File: src/rtl/uart_rx.sv
// uart_rx: 8N1 serial receiver with a two-flop input synchronizer, mid-bit
// sampling, a ready/acknowledge handshake and framing-error/overrun pulses.
module uart_rx #(
  parameter int CLKS_PER_BIT = 10400
) (
  input  logic       CLK,
  input  logic       RST,
  input  logic       RX,
  output logic [7:0] DATA,
  output logic       RDY,
  input  logic       ACK,
  output logic       BUSY,
  output logic       FRAMEERR,
  output logic       OVERRUN
);

  // Counter holds 0 .. CLKS_PER_BIT-1, so it never wraps inside a bit period.
  localparam int CNT_W = $clog2(CLKS_PER_BIT);
  localparam logic [CNT_W-1:0] HALF_LAST = CNT_W'(CLKS_PER_BIT / 2 - 1);
  localparam logic [CNT_W-1:0] BIT_LAST  = CNT_W'(CLKS_PER_BIT - 1);

  typedef enum logic [2:0] {
    S_IDLE,
    S_START,
    S_DATA,
    S_STOP,
    S_BREAK
  } state_t;

  logic             rx_meta_q;
  logic             rx_s_q;
  state_t           state_q, state_d;
  logic [CNT_W-1:0] cnt_q, cnt_d;
  logic [2:0]       idx_q, idx_d;
  logic [7:0]       shift_q, shift_d;
  logic [7:0]       data_q, data_d;
  logic             rdy_q, rdy_d;
  logic             busy_q, busy_d;
  logic             ferr_q, ferr_d;
  logic             ovr_q, ovr_d;

  // Next-state logic: frame sequencing, sampling and the RDY handshake.
  always_comb begin
    state_d = state_q;
    cnt_d   = cnt_q;
    idx_d   = idx_q;
    shift_d = shift_q;
    data_d  = data_q;
    rdy_d   = ACK ? 1'b0 : rdy_q;
    ferr_d  = 1'b0;
    ovr_d   = 1'b0;

    case (state_q)
      S_IDLE: begin
        cnt_d = '0;
        if (!rx_s_q) state_d = S_START;
      end
      S_START: begin
        if (cnt_q == HALF_LAST) begin
          cnt_d   = '0;
          idx_d   = 3'd0;
          // A line that is high again at mid-start was only a glitch.
          state_d = rx_s_q ? S_IDLE : S_DATA;
        end else begin
          cnt_d = cnt_q + CNT_W'(1);
        end
      end
      S_DATA: begin
        if (cnt_q == BIT_LAST) begin
          cnt_d   = '0;
          shift_d = {rx_s_q, shift_q[7:1]};
          idx_d   = idx_q + 3'd1;
          if (idx_q == 3'd7) state_d = S_STOP;
        end else begin
          cnt_d = cnt_q + CNT_W'(1);
        end
      end
      S_STOP: begin
        if (cnt_q == BIT_LAST) begin
          cnt_d = '0;
          if (rx_s_q) begin
            // Good byte: a coincident ACK consumes the old byte, so no overrun.
            data_d  = shift_q;
            rdy_d   = 1'b1;
            ovr_d   = rdy_q & ~ACK;
            state_d = S_IDLE;
          end else begin
            ferr_d  = 1'b1;
            state_d = S_BREAK;
          end
        end else begin
          cnt_d = cnt_q + CNT_W'(1);
        end
      end
      S_BREAK: begin
        cnt_d = '0;
        if (rx_s_q) state_d = S_IDLE;
      end
      default: begin
        state_d = S_IDLE;
        cnt_d   = '0;
      end
    endcase

    busy_d = (state_d != S_IDLE);
  end

  // State, datapath and registered outputs; reset abandons any frame in flight.
  always_ff @(posedge CLK or posedge RST) begin
    if (RST) begin
      rx_meta_q <= 1'b1;
      rx_s_q    <= 1'b1;
      state_q   <= S_IDLE;
      cnt_q     <= '0;
      idx_q     <= 3'd0;
      shift_q   <= 8'h00;
      data_q    <= 8'h00;
      rdy_q     <= 1'b0;
      busy_q    <= 1'b0;
      ferr_q    <= 1'b0;
      ovr_q     <= 1'b0;
    end else begin
      rx_meta_q <= RX;
      rx_s_q    <= rx_meta_q;
      state_q   <= state_d;
      cnt_q     <= cnt_d;
      idx_q     <= idx_d;
      shift_q   <= shift_d;
      data_q    <= data_d;
      rdy_q     <= rdy_d;
      busy_q    <= busy_d;
      ferr_q    <= ferr_d;
      ovr_q     <= ovr_d;
    end
  end

  assign DATA     = data_q;
  assign RDY      = rdy_q;
  assign BUSY     = busy_q;
  assign FRAMEERR = ferr_q;
  assign OVERRUN  = ovr_q;

endmodule

File: config.mk
export PLATFORM = sky130hd
export DESIGN_NAME = uart_rx
export DESIGN_NICKNAME = d
export VERILOG_FILES = /design/src/rtl/uart_rx.sv
export SDC_FILE = /design/constraint.sdc
export NUM_CORES = 1
export LEC_CHECK = 0
export ABC_CLOCK_PERIOD_IN_PS = 3500
export BUFFER_PORTS_ARGS = -buffer_cell sky130_fd_sc_hd__buf_2
export CAP_MARGIN = 0
export CELL_PAD_IN_SITES_DETAIL_PLACEMENT = 1
export CELL_PAD_IN_SITES_GLOBAL_PLACEMENT = 1
export CORE_MARGIN = 2
export CORE_UTILIZATION = 47
export CTS_CLUSTER_SIZE = 14
export DETAILED_ROUTE_END_ITERATION = 7
export GPL_TIMING_DRIVEN = 0
export MAX_ROUTING_LAYER = met4
export PLACE_DENSITY = 0.78
export SKIP_CTS_REPAIR_TIMING = 1
export SLEW_MARGIN = 10
export SYNTH_ARGS = -nofsm -noshare
export SYNTH_HDL_FRONTEND = slang
export SYNTH_SLANG_ARGS = --single-unit
File: constraint.sdc
create_clock -name CLK -period 3.5 [get_ports CLK]
set_clock_uncertainty 0.1 [all_clocks]
set_input_delay 0.525 -clock CLK [delete_from_list [all_inputs] [get_ports CLK]]
set_output_delay 0.525 -clock CLK [all_outputs]
set_load 0.005 [all_outputs]
==> impl_results.md, run 1 <==
* P&R area growth vs syn at 13.0%
* Antenna-violating nets left at 0
* Worst setup SP type: flop
* Worst path arrival time at 2.19 ns
* Sw Pwr at 190 µW
* Final hold vios at 0
* Fmax at 475 MHz
* Die W at 68.1 µm
* Critical Path Max Stage Delay at 0.46 ns
* 1st-iter DRT viols at 51
* Post-synthesis cell type count at 41
* Sequential share of the synthesized area at 54.6%
* Clk pwr share at 39.0%
* H-tree levels at 2
* Fin nets at 188
* Vias in the first global route at 1430
* Total wire length at 3810 µm
* Hpwl dp at 2840 µm
* Share of cells above drive strength 1 at 30.8%
* P per Cell Area at 378 nW/µm²
* Fin util at 54.9%
* Clk_lat worst skew at 0.30 ns
* Syn Inst Count at 158
* Total Routing Usage GR at 20.6%
* CTS Root Cell: clkbuf_8
* Die area at 4640 µm²
* Pleak at 0.00107 µW
* Commonest non-fill, non-tap cell in the layout: dfrtp_1
* Seq pwr share at 59.3%
* CTS Buffer Depth at 2
* Mapped Nets at 165
* Tightest Pin Transition at 0.532 ns
* IO Port Bufs at 15
* Setup Crit Path Kind: reg2reg
* Final setup viols at 0
* Num Clock Sinks at 42
* Avg Cell Area, Syn at 12.2 µm²
* Async set-reset flop share out of synthesis at 100%
* Synthesis Warnings at 0
* Starting density of the core at 48.6%
* EDFF count, synth at 0
* Final Wtd Congestion at 0.766
* Rows at 23
* Synthesized cell area at 1930 µm²
* N_diodes at 0
* CP bufs+invs at 1
* Fill cells at 439
* Remaining Overflow, GRT at 0
* CTS tree: done
* Yosys reg bits at 42
* Critical Path RT at 3.58 ns
* Initial antenna violation count at 0
* IO Count at 16
* WL per Instance at 16.4 µm
* Largest net degree at the start of global routing at 33
* Outcome: finished clean
* TNS Setup at 0 ns
* Vias at 1273
* CP max FO at 10
* CP top delay family: simple AND/OR/NAND/NOR gates
* CP max-delay cell: dfrtp_1
* Comb pwr share at 1.7%
* Core area at 3970 µm²
* Vias per cell at 5.49
* Most frequent cells in the layout: 40 x dfrtp_1, 17 x nor2_1, 15 x buf_2
* Peak supply drop at 0.000158 V
* Final period util at 60.1%
* Die H at 68.1 µm
* TritonCTS buffer count at 5
* Most used flip-flop cell after synthesis: dfrtp_1
* CTS clk-pin slew, worst paths at 0.08 ns
* First-pass DRT Iterations at 4
* Int Pwr at 633 µW
* Relative max-transition margin at 64.4%
* Hold WC Path Type: in2async
* Net Sw Frac at 23.1%
* Crit end category: flop
* Drt drc at 0
* First-pass GRT wire length at 6690 µm
* Slew Viols, Final at 0
* Crit-path cells: nor4b_1, nand4_1, a2bb2oi_2, buf_4, nor2_1
* Maxcap violations at 0
* Unrepaired setup endpoints after global routing: false
* Minimum clock period at 2.10 ns
==> sequential cells by signal, indices dropped and copies added, names as in the netlist <==
name       cells
BUSY           1
DATA           8
FRAMEERR       1
OVERRUN        1
RDY            1
cnt_q         14
idx_q          3
rx_meta_q      1
rx_s_q         1
shift_q        8
state_q        3
==> synth_stat cells (all sizes together), types with 2 or more instances <==
| master | number | share of area (%) |
|---|---|---|
| a21o | 2 | 0.91 |
| a21oi | 5 | 1.3 |
| and2 | 2 | 0.71 |
| and3 | 5 | 1.9 |
| and4 | 2 | 0.91 |
| buf | 4 | 2.6 |
| dfrtp | 40 | 52 |
| dfstp | 2 | 2.7 |
| ha | 3 | 1.9 |
| inv | 6 | 1.2 |
| mux2 | 16 | 11 |
| nand2 | 7 | 1.5 |
| nand2b | 3 | 0.97 |
| nand3 | 9 | 2.3 |
| nand4 | 4 | 1.3 |
| nor2 | 17 | 3.3 |
| nor3 | 2 | 0.52 |
| nor3b | 4 | 1.8 |
| o211ai | 2 | 0.78 |
| xnor2 | 6 | 2.7 |
| xor2 | 5 | 2.3 |
==> routing by layer <==
layer / share of wire, % / wire length, µm / GRT usage [%]
met5: 0 / 0 / -
met4: 1.5 / 57 / 10.3
met3: 2.8 / 105 / 4.11
met2: 55 / 2090 / 35.3
met1: 41 / 1560 / 22.6
==> worst reg2reg max path: cells and delay by family, from the launching register on <==
kind,cells,cell delay (ns)
AND/OR/NAND/NOR,3,0.80
AO/OA/AOI/OAI,1,0.38
buffers and inverters,1,0.24
flip-flops,1,0.46
==> power by group through the flow <==
stage / sequential, µW / clock [µW] / combinational (µW)
after floorplan: 497 / 0 / 7.82
after global placement: 498 / 0 / 11.6
after detailed placement: 498 / 0 / 15.3
after CTS: 488 / 332 / 15.3
after global routing: 489 / 349 / 16.9
final: 488 / 321 / 14.3
==> per-stage QoR <==
step	cells	power [µW]	hold WS (ns)	area (µm²)	setup WS (ns)
CTS	232	835	0.0414	2180	1.37
floorplan	158	505	0.245	1930	1.50
finish	232	824	0.0448	2180	1.40
global route	232	854	0.0542	2180	1.19
global placement	223	509	0.248	2070	1.44
detailed placement	224	513	0.247	2090	1.37
==> path summary, 6_finish.rpt <==
check | depth (start not counted) | start | slack [ns] | end
worst max register to register | 5 | cnt_q[4] | 1.40 | cnt_q[7]
worst min-delay path | 2 | RST | 0.04 | cnt_q[0]
worst max-delay path | 5 | cnt_q[4] | 1.40 | cnt_q[7]
worst min register to register | 0 | rx_meta_q | 0.27 | rx_s_q
max in group asynchronous | 3 | RST | 2.75 | rx_s_q
min in group CLK | 1 | RX | 0.22 | rx_meta_q
==> cell type report <==
class	count	area, µm²	area share [%]
Tap cell	50	62.6	2.87
Multi-Input combinational cell	106	805	36.9
Sequential cell	42	1050	48.3
Clock inverter	3	23.8	1.09
Timing Repair Buffer	16	95.1	4.36
Clock buffer	5	68.8	3.16
Buffer	4	50.0	2.29
Inverter	6	22.5	1.03
==> kinds of logic (layout without fill, tap and decap cells) <==
logic type      count (synthesis)  in the layout  synth area share (%)
compound gates                 13             13                  4.99
xor+xnor                       11             11                  4.99
fa+ha+maj                       3              3                  1.94
buf+inv                        10             34                  3.76
flops                          42             42                  54.6
mux                            17             17                  11.4
simple gates                   62             62                  18.3
No activity file was read; power rests on OpenSTA's default activity.
==> run 2: changes to the inputs <==
--- a/config.mk
+++ b/config.mk
@@ -5,7 +5,7 @@
 export SDC_FILE = /design/constraint.sdc
 export NUM_CORES = 1
 export LEC_CHECK = 0
-export ABC_CLOCK_PERIOD_IN_PS = 3500
+export ABC_CLOCK_PERIOD_IN_PS = 1980
 export BUFFER_PORTS_ARGS = -buffer_cell sky130_fd_sc_hd__buf_2
 export CAP_MARGIN = 0
 export CELL_PAD_IN_SITES_DETAIL_PLACEMENT = 1
==> constraint.sdc (replaced) <==
create_clock -name CLK -period 1.98 [get_ports CLK]
set_clock_uncertainty 0.1 [all_clocks]
set_input_delay 0.297 -clock CLK [delete_from_list [all_inputs] [get_ports CLK]]
set_output_delay 0.297 -clock CLK [all_outputs]
set_load 0.005 [all_outputs]
==> impl_results.md, run 2 (synthesized netlist as in run 1, its figures left out) <==
* Worst R2R End: DATA[1]
* Num Clock Sinks at 42 (unchanged)
* CTS Root Cell: clkbuf_8
* Starting density of the core at 48.6% (unchanged)
* Critical Path RT at 2.08 ns (-1.50 ns)
* Vias at 1380 (+8.4%)
* TritonCTS buffer count at 5 (unchanged)
* CP bufs+invs at 2 (+1)
* Die area at 4640 µm² (unchanged)
* Die H at 68.1 µm (unchanged)
* Hold path depth at 3
* Most frequent cells in the layout: 40 x dfrtp_1, 17 x nor2_1, 15 x buf_2
* Final setup viols at 30 (+30)
* CP max FO at 7 (-3)
* Clk pwr share at 39.8% (+0.8 points)
* Gr busiest metal: met2
* First-pass DRT Iterations at 4 (unchanged)
* Worst path arrival time at 2.25 ns (+0.06 ns)
* Rows at 23 (unchanged)
* IO Count at 16 (unchanged)
* Clk_lat worst skew at 0.31 ns (about the same)
* Hold Path End: RDY
* Commonest non-fill, non-tap cell in the layout: dfrtp_1
* Maxcap violations at 0 (unchanged)
* Core area at 3970 µm² (unchanged)
* Initial antenna violation count at 0 (unchanged)
* Slew Viols, Final at 0 (unchanged)
* Seq pwr share at 58.3% (-1.0 points)
* RR Startpoint: cnt_q[5]
* Fin nets at 207 (+10%)
* Design Power at 1480 µW (+80%)
* Seq. cell area at 1050 µm² (unchanged)
* Comb pwr share at 2.0% (+0.3 points)
* Setup Crit Path Kind: reg2reg
* Critical Path Max Stage Delay at 0.44 ns (-0.02 ns)
* Hold Path Origin: ACK
* Largest Register: cnt_q
* CP max-delay cell: dfrtp_1
* Fmax at 465 MHz (-2.1%)
* 1st-iter DRT viols at 53 (+3.9%)
* Register-to-Register Path Depth at 6 (+1)
* CTS clk-pin slew, worst paths at 0.10 ns (+0.02 ns)
* Outcome: complete, but fails checks
* Setup ws final at -0.169 ns (-1.57 ns)
* Crit-path cells: nor3_1, and4_4, buf_8, and3_4, clkbuf_16, mux2_4
* Minimum clock period at 2.15 ns (+0.0454 ns)
* Remaining Overflow, GRT at 0 (unchanged)
* Max FFs per register at 14 (unchanged)
* Share of cells above drive strength 1 at 38.8% (+8.0 points)
* Sw Pwr at 355 µW (+87%)
* P&R area growth vs syn at 25.9%
* Int Pwr at 1130 µW (+78%)
* Crit end category: flop
* Pleak at 0.00118 µW (+11%)
* WL per Instance at 19.5 µm (+19%)
* Total Routing Usage GR at 20.2% (-0.35 points)
* CTS Buffer Depth at 2 (unchanged)
* GR Util met2 at 34.2% (-1.1 points)
* P per Cell Area at 609 nW/µm² (+61%)
* H-tree levels at 2 (unchanged)
* Violated checks: negative setup slack
* Antenna-violating nets left at 0 (unchanged)
* Worst reg-to-reg setup slack at -0.17 ns (-1.57 ns)
* Met1 usage at 23.5% (+0.86 points)
* Drt drc at 0 (unchanged)
* Met3 Usage GRT at 5.43% (+1.3 points)
* Tightest Pin Transition at 0.592 ns (+0.0593 ns)
* N_diodes at 0 (unchanged)
* Hpwl dp at 2740 µm (-3.5%)
* CTS tree: done
* Relative max-transition margin at 60.4% (-4.0 points)
* Worst setup SP type: flop
* Fill cells at 406 (-7.5%)
* Final Wtd Congestion at 0.785 (+2.4%)
* Final Non-Filler Cells at 251 (+8.2%)
* Vias in the first global route at 1365 (-4.5%)
* Final period util at 109% (+48 points)
* Die W at 68.1 µm (unchanged)
* IO Port Bufs at 15 (unchanged)
* Total wire length at 4900 µm (+28%)
* Hold WC Path Type: in2reg
* Vias per cell at 5.50 (+0.20%)
* Peak supply drop at 0.000387 V (+140%)
* Final hold vios at 0 (unchanged)
* Placed insts at 224 (unchanged)
* First-pass GRT wire length at 6590 µm (-1.5%)
* Largest net degree at the start of global routing at 29 (-12%)
* CP top delay family: simple AND/OR/NAND/NOR gates
* Multi-input gate area at 866 µm² (+7.6%)
* Net Sw Frac at 24.0% (+0.89 points)
* Unrepaired setup endpoints after global routing: true
-- run 2: worst max path at each step --
stage,slack (ns),from,to,depth (start not counted)
floorplan,0.01,cnt_q[0],DATA[0],8
global placement,-0.07,cnt_q[0],DATA[4],8
detailed placement,-0.12,cnt_q[0],DATA[2],8
CTS,-0.14,cnt_q[0],DATA[2],8
global route,-0.20,cnt_q[0],DATA[1],8
finish,-0.17,cnt_q[5],DATA[1],6
-- run 2: area by class of cell --
type | count | share of cell area (%)
clock buffers | 5 | 2.83
inverters | 6 | 0.926
clock inverters | 3 | 1.03
well taps | 50 | 2.57
multi-input cells | 106 | 35.6
flip-flops and latches | 42 | 43.3
plain buffers | 4 | 2.37
repair buffers | 35 | 11.3
-- run 2: worst min-delay path, cell delays in order --
cell	delay, ns
buf_2	0.10
inv_1	0.06
a21o_2	0.11
-- run 2: power by group through the flow --
| stage | Clock (µW) | Sequential, µW | Combinational, µW |
|---|---|---|---|
| 3_3_place_gp | 0 | 880 | 20.6 |
| 3_5_place_dp | 0 | 880 | 26.8 |
| 6_report | 589 | 863 | 28.9 |
| 2_1_floorplan | 0 | 879 | 13.8 |
| 5_1_grt | 639 | 864 | 33.6 |
| 4_1_cts | 602 | 863 | 26.9 |
-- run 2: through the flow --
step	cell area [µm²]	hold slack [ns]	setup TNS, ns	utilization (%)	setup WS, ns
finish	2430	0.197	-3.12	61.2	-0.169
global route	2430	0.194	-4.42	61.2	-0.197
floorplan	1930	0.201	0	-	0.0119
detailed placement	2090	0.176	-1.47	52.6	-0.115
global placement	2070	0.247	-0.962	52.1	-0.0741
CTS	2180	-0.159	-2.29	55.0	-0.140
-- run 2: metal layers --
layer,part of all wire [%],vias up,wire (µm)
met2,57,13,2780
met3,1.9,6,94
met4,1.0,0,51
li1,-,636,-
met5,0,-,0
met1,40,725,1980
